### src/rtl/delay_tester_pkg.sv
// Shared definitions for the delay tester: test-frame layout, defaults and RX state encoding.
package delay_tester_pkg;

  localparam logic [15:0] ETHERTYPE_DEFAULT = 16'h88B5;
  localparam int unsigned TS_W_DEFAULT      = 32;

  localparam int unsigned OFF_ETYPE    = 12;
  localparam int unsigned OFF_SEQ      = 14;
  localparam int unsigned OFF_TS       = 18;
  localparam int unsigned MIN_TEST_LEN = 22;

  typedef enum logic [2:0] {
    ST_IDLE,
    ST_HDR,
    ST_FIELDS,
    ST_PAYLOAD,
    ST_WAIT_STATUS
  } rx_state_e;

  // Data-phase state implied by the number of bytes received so far.
  function automatic rx_state_e state_for_count(input logic [7:0] cnt);
    if (cnt < 8'(OFF_SEQ))           return ST_HDR;
    else if (cnt < 8'(MIN_TEST_LEN)) return ST_FIELDS;
    else                             return ST_PAYLOAD;
  endfunction

endpackage

### src/rtl/rx_field_capture.sv
// Byte-offset-indexed shift capture of the big-endian SEQ and TS fields of a test frame.
module rx_field_capture
  import delay_tester_pkg::*;
#(
  parameter int unsigned TS_W = TS_W_DEFAULT
) (
  input  logic            rx_clk,
  input  logic            reset,
  input  logic            start,
  input  logic            vld,
  input  logic [7:0]      idx,
  input  logic [7:0]      data,
  output logic [31:0]     seq,
  output logic [TS_W-1:0] ts,
  output logic [31:0]     seq_c,
  output logic [TS_W-1:0] ts_c
);

  logic [31:0]     seq_base;
  logic [TS_W-1:0] ts_base;

  // Next field values including the byte on the bus this cycle, so a frame closed
  // on its last byte sees complete fields.
  always_comb begin
    seq_base = start ? '0 : seq;
    ts_base  = start ? '0 : ts;
    seq_c    = seq_base;
    ts_c     = ts_base;
    if (vld) begin
      if (idx >= 8'(OFF_SEQ) && idx < 8'(OFF_TS))
        seq_c = {seq_base[23:0], data};
      if (idx >= 8'(OFF_TS) && idx < 8'(MIN_TEST_LEN))
        ts_c = {ts_base[TS_W-9:0], data};
    end
  end

  always_ff @(posedge rx_clk or posedge reset) begin
    if (reset) begin
      seq <= '0;
      ts  <= '0;
    end else if (vld) begin
      seq <= seq_c;
      ts  <= ts_c;
    end
  end

endmodule

### src/rtl/frame_receiver.sv
// Recognises delay-test frames on the MAC RX client interface, reports one-way delay
// and keeps frame / sequence-error statistics.
module frame_receiver
  import delay_tester_pkg::*;
#(
  parameter logic [15:0] ETHERTYPE = ETHERTYPE_DEFAULT,
  parameter int unsigned TS_W      = TS_W_DEFAULT
) (
  input  logic            rx_clk,
  input  logic            reset,
  input  logic [TS_W-1:0] cur_time,
  input  logic [7:0]      mac_rx_data,
  input  logic            mac_rx_dvld,
  input  logic            mac_rx_goodframe,
  input  logic            mac_rx_badframe,
  output logic            result_valid,
  output logic [31:0]     result_seq,
  output logic [TS_W-1:0] result_delay,
  output logic [TS_W-1:0] cnt_good,
  output logic [TS_W-1:0] cnt_bad,
  output logic [TS_W-1:0] cnt_other,
  output logic [TS_W-1:0] cnt_seq_err
);

  rx_state_e       state;
  logic [7:0]      bcnt;
  logic            is_test;
  logic [TS_W-1:0] sof_time;
  logic            exp_valid;
  logic [31:0]     exp_seq;

  logic [31:0]     seq_r, seq_c;
  logic [TS_W-1:0] ts_r, ts_c;

  logic            status, new_frame, use_reg, close, abort, mismatch;
  logic [7:0]      idx, cnt_nx, len_v;
  logic            is_test_nx, test_v, short_v;
  logic [31:0]     seq_v;
  logic [TS_W-1:0] ts_v;

  rx_field_capture #(.TS_W(TS_W)) u_fields (
    .rx_clk (rx_clk),
    .reset  (reset),
    .start  (new_frame),
    .vld    (mac_rx_dvld),
    .idx    (idx),
    .data   (mac_rx_data),
    .seq    (seq_r),
    .ts     (ts_r),
    .seq_c  (seq_c),
    .ts_c   (ts_c)
  );

  // Per-cycle frame view; in WAIT_STATUS the closing frame is the registered one,
  // otherwise it includes the byte on the bus this cycle.
  always_comb begin
    status    = mac_rx_goodframe | mac_rx_badframe;
    new_frame = mac_rx_dvld && (state == ST_IDLE || state == ST_WAIT_STATUS);
    idx       = new_frame ? 8'd0 : bcnt;
    cnt_nx    = bcnt;
    if (new_frame)
      cnt_nx = 8'd1;
    else if (mac_rx_dvld && bcnt != 8'hFF)
      cnt_nx = bcnt + 8'd1;
    mismatch   = mac_rx_dvld &&
                 ((idx == 8'(OFF_ETYPE)     && mac_rx_data != ETHERTYPE[15:8]) ||
                  (idx == 8'(OFF_ETYPE + 1) && mac_rx_data != ETHERTYPE[7:0]));
    is_test_nx = (new_frame | is_test) & ~mismatch;
    use_reg    = (state == ST_WAIT_STATUS);
    close      = status && (state != ST_IDLE || mac_rx_dvld);
    abort      = use_reg && mac_rx_dvld && !status;
    len_v      = use_reg ? bcnt    : cnt_nx;
    test_v     = use_reg ? is_test : is_test_nx;
    seq_v      = use_reg ? seq_r   : seq_c;
    ts_v       = use_reg ? ts_r    : ts_c;
    short_v    = (len_v < 8'(MIN_TEST_LEN));
  end

  always_ff @(posedge rx_clk or posedge reset) begin
    if (reset) begin
      state        <= ST_IDLE;
      bcnt         <= '0;
      is_test      <= 1'b1;
      sof_time     <= '0;
      exp_valid    <= 1'b0;
      exp_seq      <= '0;
      result_valid <= 1'b0;
      result_seq   <= '0;
      result_delay <= '0;
      cnt_good     <= '0;
      cnt_bad      <= '0;
      cnt_other    <= '0;
      cnt_seq_err  <= '0;
    end else begin
      result_valid <= 1'b0;

      if (mac_rx_dvld) begin
        bcnt    <= cnt_nx;
        is_test <= is_test_nx;
        if (new_frame)
          sof_time <= cur_time;
      end

      case (state)
        ST_IDLE: begin
          if (mac_rx_dvld && !status)
            state <= state_for_count(cnt_nx);
        end
        ST_WAIT_STATUS: begin
          if (mac_rx_dvld)
            state <= state_for_count(cnt_nx);
          else if (status)
            state <= ST_IDLE;
        end
        default: begin
          if (status)
            state <= ST_IDLE;
          else if (mac_rx_dvld)
            state <= state_for_count(cnt_nx);
          else
            state <= ST_WAIT_STATUS;
        end
      endcase

      if (abort)
        cnt_bad <= cnt_bad + 1'b1;

      // Classification of the frame that the status pulse closes.
      if (close) begin
        if (mac_rx_badframe) begin
          cnt_bad <= cnt_bad + 1'b1;
        end else if (short_v || !test_v) begin
          cnt_other <= cnt_other + 1'b1;
        end else begin
          cnt_good     <= cnt_good + 1'b1;
          result_valid <= 1'b1;
          result_seq   <= seq_v;
          result_delay <= sof_time - ts_v;
          if (exp_valid && seq_v != exp_seq)
            cnt_seq_err <= cnt_seq_err + 1'b1;
          exp_valid <= 1'b1;
          exp_seq   <= seq_v + 32'd1;
        end
      end
    end
  end

endmodule

### config.mk
export PLATFORM = sky130hd
export DESIGN_NAME = frame_receiver
export DESIGN_NICKNAME = d
export VERILOG_FILES = /design/src/rtl/delay_tester_pkg.sv /design/src/rtl/rx_field_capture.sv /design/src/rtl/frame_receiver.sv
export SDC_FILE = /design/constraint.sdc
export NUM_CORES = 1
export LEC_CHECK = 0
export BUFFER_PORTS_ARGS = -buffer_cell sky130_fd_sc_hd__clkbuf_2
export CAP_MARGIN = 20
export CORE_UTILIZATION = 30
export DETAILED_ROUTE_END_ITERATION = 16
export PLACE_DENSITY_LB_ADDON = 0.15
export REMOVE_ABC_BUFFERS = 1
export SLEW_MARGIN = 20
export SYNTH_ARGS = -nofsm -noshare
export SYNTH_HDL_FRONTEND = slang
export SYNTH_SLANG_ARGS = --single-unit
### constraint.sdc
create_clock -name rx_clk -period 25.4 [get_ports rx_clk]
set_clock_uncertainty 0.1 [all_clocks]
set_input_delay 1.27 -clock rx_clk [delete_from_list [all_inputs] [get_ports rx_clk]]
set_output_delay 1.27 -clock rx_clk [all_outputs]
set_load 0.05 [all_outputs]
==> flow_metrics.tcl <==
set metrics [dict create \
    status "finished, final reports clean" \
    hold_buffers 0 \
    drc_errors 0 \
    synth.most_common_cell "nand2_1" \
    p_per_area_mw_per_mm2 66.6 \
    ys_types 78 \
    ys_async_sr_fraction_pct 100 \
    tns_ps 0 \
    relSlewSlack_pct 31.7 \
    worstPathMaxFanout 27 \
    setup_slack_ps 19250 \
    fin_crit_ps 6150 \
    place_ws_ps 18640 \
    synth.avg_cell_area_um2 9.38 \
    cts_root_buf "clkbuf_16" \
    cts_buffer_depth 3 \
    synth_area_mm2 0.0174 \
    grt_pass1_vias 13581 \
    die_area_mm2 0.0588 \
    rsz0062_at_grt "false" \
    clock_latency_ps 570 \
    synthFlopType "dfrtp_1" \
    fp-row-count 87 \
    yosysTopAreaCellShare_pct 48.0 \
    routabilityCongestion 0.813 \
    irDropWorstVdd_mv 0.0683 \
    antenna_found_initial 6 \
    hold_viol 0 \
    cts_tree "done" \
    worstPathArrival_ps 6550 \
    die_w_um 243 \
    final_layout_size_suffix_gt1_share_pct 17.1 \
    critPathKind "primary input to register" \
    yosysTopAreaCell "dfrtp_1" \
    tightest_slew_ps 1010 \
    cts_made_buffers 42 \
    yosysSeqAreaShare_pct 48.1 \
    required_ps 25800 \
    drtPass1Iterations 5 \
    crit_path_end_kind "register" \
    grt_max_degree 98 \
    track_usage_pct 16.9 \
    vias 14075 \
    rrSetupSlack_ps 19530 \
    coreArea_mm2 0.0568 \
    die_y_um 243 \
    clkSlewWorstSetupHoldPaths_ps 60 \
    htreeDepth 2 \
    power_leakage_nw 10.1 \
    ant_nets 0 \
    maxCapViolCount 0 \
    synth_cells 1852 \
    holdCritPathClass "register to register" \
    nets 2143 \
    fmax_mhz 163 \
    portBuffers 237 \
    synth.area.top_cells "dfrtp_1 48%, nand2_1 8.5%, xor2_1 5.5%" \
    ctsResizeCount 0 \
    ys_ff_latch 334 \
    hpwl_um 34800 \
    grt_overflow 0 \
    synth_warnings 0 \
    initial_core_util_pct 30.6 \
    drtIter0Drc 772 \
    wl_um 49800 \
    nFillCells 5889 \
    setup_violations 0 \
    critical_path.startpoint_type "primary input" \
    ioPinCount 238 \
    viasPerCell 4.95 \
    cts.sinks 334 \
    drv_slew 0 \
    cts_setup_buffers 0 \
    wire_per_inst_um 17.5 \
    finalCritPeriodShare_pct 24.2 \
    synth_common_cells "394 x nand2_1, 333 x dfrtp_1, 110 x xor2_1, 108 x o21ai_0, 94 x xnor2_1" \
    areaGrowthSynthToFinish_pct 18.7 \
    synth_edf_count 0 \
    grt_pass1_wl_um 79600 \
]
-- critical path, stage by stage --
cell       delay, ps
clkbuf_2         310
o21a_1           730
nand2_1          800
nand3_1          300
nand2_1           90
mux2_2           270
ha_1             200
fa_1             410
nor2b_1          180
o2111ai_1        160
a31oi_1          340
o2111ai_1        170
and3_1           190
a21oi_1          410
a211oi_1         170
or4_1            420
nand3_1           90
-- kinds of logic after synthesis --
family | Yosys count | synth area share (%)
xor gates and xnor gates | 204 | 10.3
and+or+nand+nor | 776 | 20.9
muxes | 39 | 2.28
buffers and inverters | 142 | 3.50
AOI/OAI and AO/OA | 317 | 12.0
DFF | 334 | 48.1
adders and majority gates | 40 | 2.93
-- worst paths after layout --
path / startpoint / endpoint / cells past startpoint
min reg2reg: result_delay[18] / result_delay[18] / 2
min: result_delay[18] / result_delay[18] / 2
max: mac_rx_dvld / result_delay[30] / 17
max reg2reg: bcnt[5] / result_delay[30] / 17
min in group asynchronous: reset / cnt_seq_err[12] / 2
max in group asynchronous: reset / cnt_other[24] / 5
-- through the flow --
stage | util (%) | cells | power [W] | instance area, um^2 | hold slack [ps]
after detailed placement | 33.9 | 2770 | 0.000788 | 19300 | 356
after global routing | 36.3 | 2844 | 0.00144 | 20600 | 389
final | 36.3 | 2845 | 0.00137 | 20600 | 370
after global placement | 33.9 | 2770 | 0.000786 | 19300 | 359
after floorplan | - | 1756 | 0.000727 | 16900 | 347
after CTS | 36.3 | 2844 | 0.00140 | 20600 | 369
-- flip-flops by register name, indices dropped and copies added (netlist names), 8 cells and up --
| register | flops |
|---|---|
| cnt_good | 32 |
| cnt_other | 32 |
| result_delay | 32 |
| cnt_bad | 32 |
| sof_time | 32 |
| bcnt | 8 |
| result_seq | 32 |
| cnt_seq_err | 32 |
| u_fields.seq | 32 |
| u_fields.ts | 32 |
| exp_seq | 32 |
-- layout make-up --
| type | instances | area, um^2 | share of cell area [%] |
|---|---|---|---|
| inverters | 46 | 180 | 0.874 |
| diodes | 1 | 2.50 | 0.0121 |
| flip-flops and latches | 334 | 8360 | 40.6 |
| clock inverters | 16 | 151 | 0.735 |
| well taps | 756 | 946 | 4.59 |
| multi-input cells | 1376 | 8420 | 40.9 |
| clock buffers | 58 | 1200 | 5.83 |
| repair buffers | 258 | 1340 | 6.52 |
-- cell usage in the layout (no fill, tap or decap), drive strengths merged, types with 22 or more instances in the layout --
cell,netlist,final
dfrtp,333,333
nor4,37,37
o21ai,114,114
and3,31,31
o2111ai,22,22
inv,46,48
xnor2,94,94
nand2,394,394
a21oi,54,54
ha,39,39
nor3,30,30
xor2,110,110
mux2i,34,34
nor2,92,92
nand3,86,86
clkbuf,62,295
nand4,36,36
-- routing by layer --
metal,up-vias,routed length [um],GRT usage [%]
li1,6867,-,-
met1,6824,23700,23.8
met2,301,22400,26.1
met3,73,2580,3.45
met4,10,1030,4.62
met5,-,57,0
-- where the power goes --
part / switching (W) / total [W] / internal, W
combinational: 0.000135 / 0.000191 / 0.0000557
sequential: 0.0000301 / 0.000585 / 0.000555
clock: 0.000244 / 0.000596 / 0.000351
total: 0.000410 / 0.00137 / 0.000962
No activity file was read; power rests on OpenSTA's default activity.
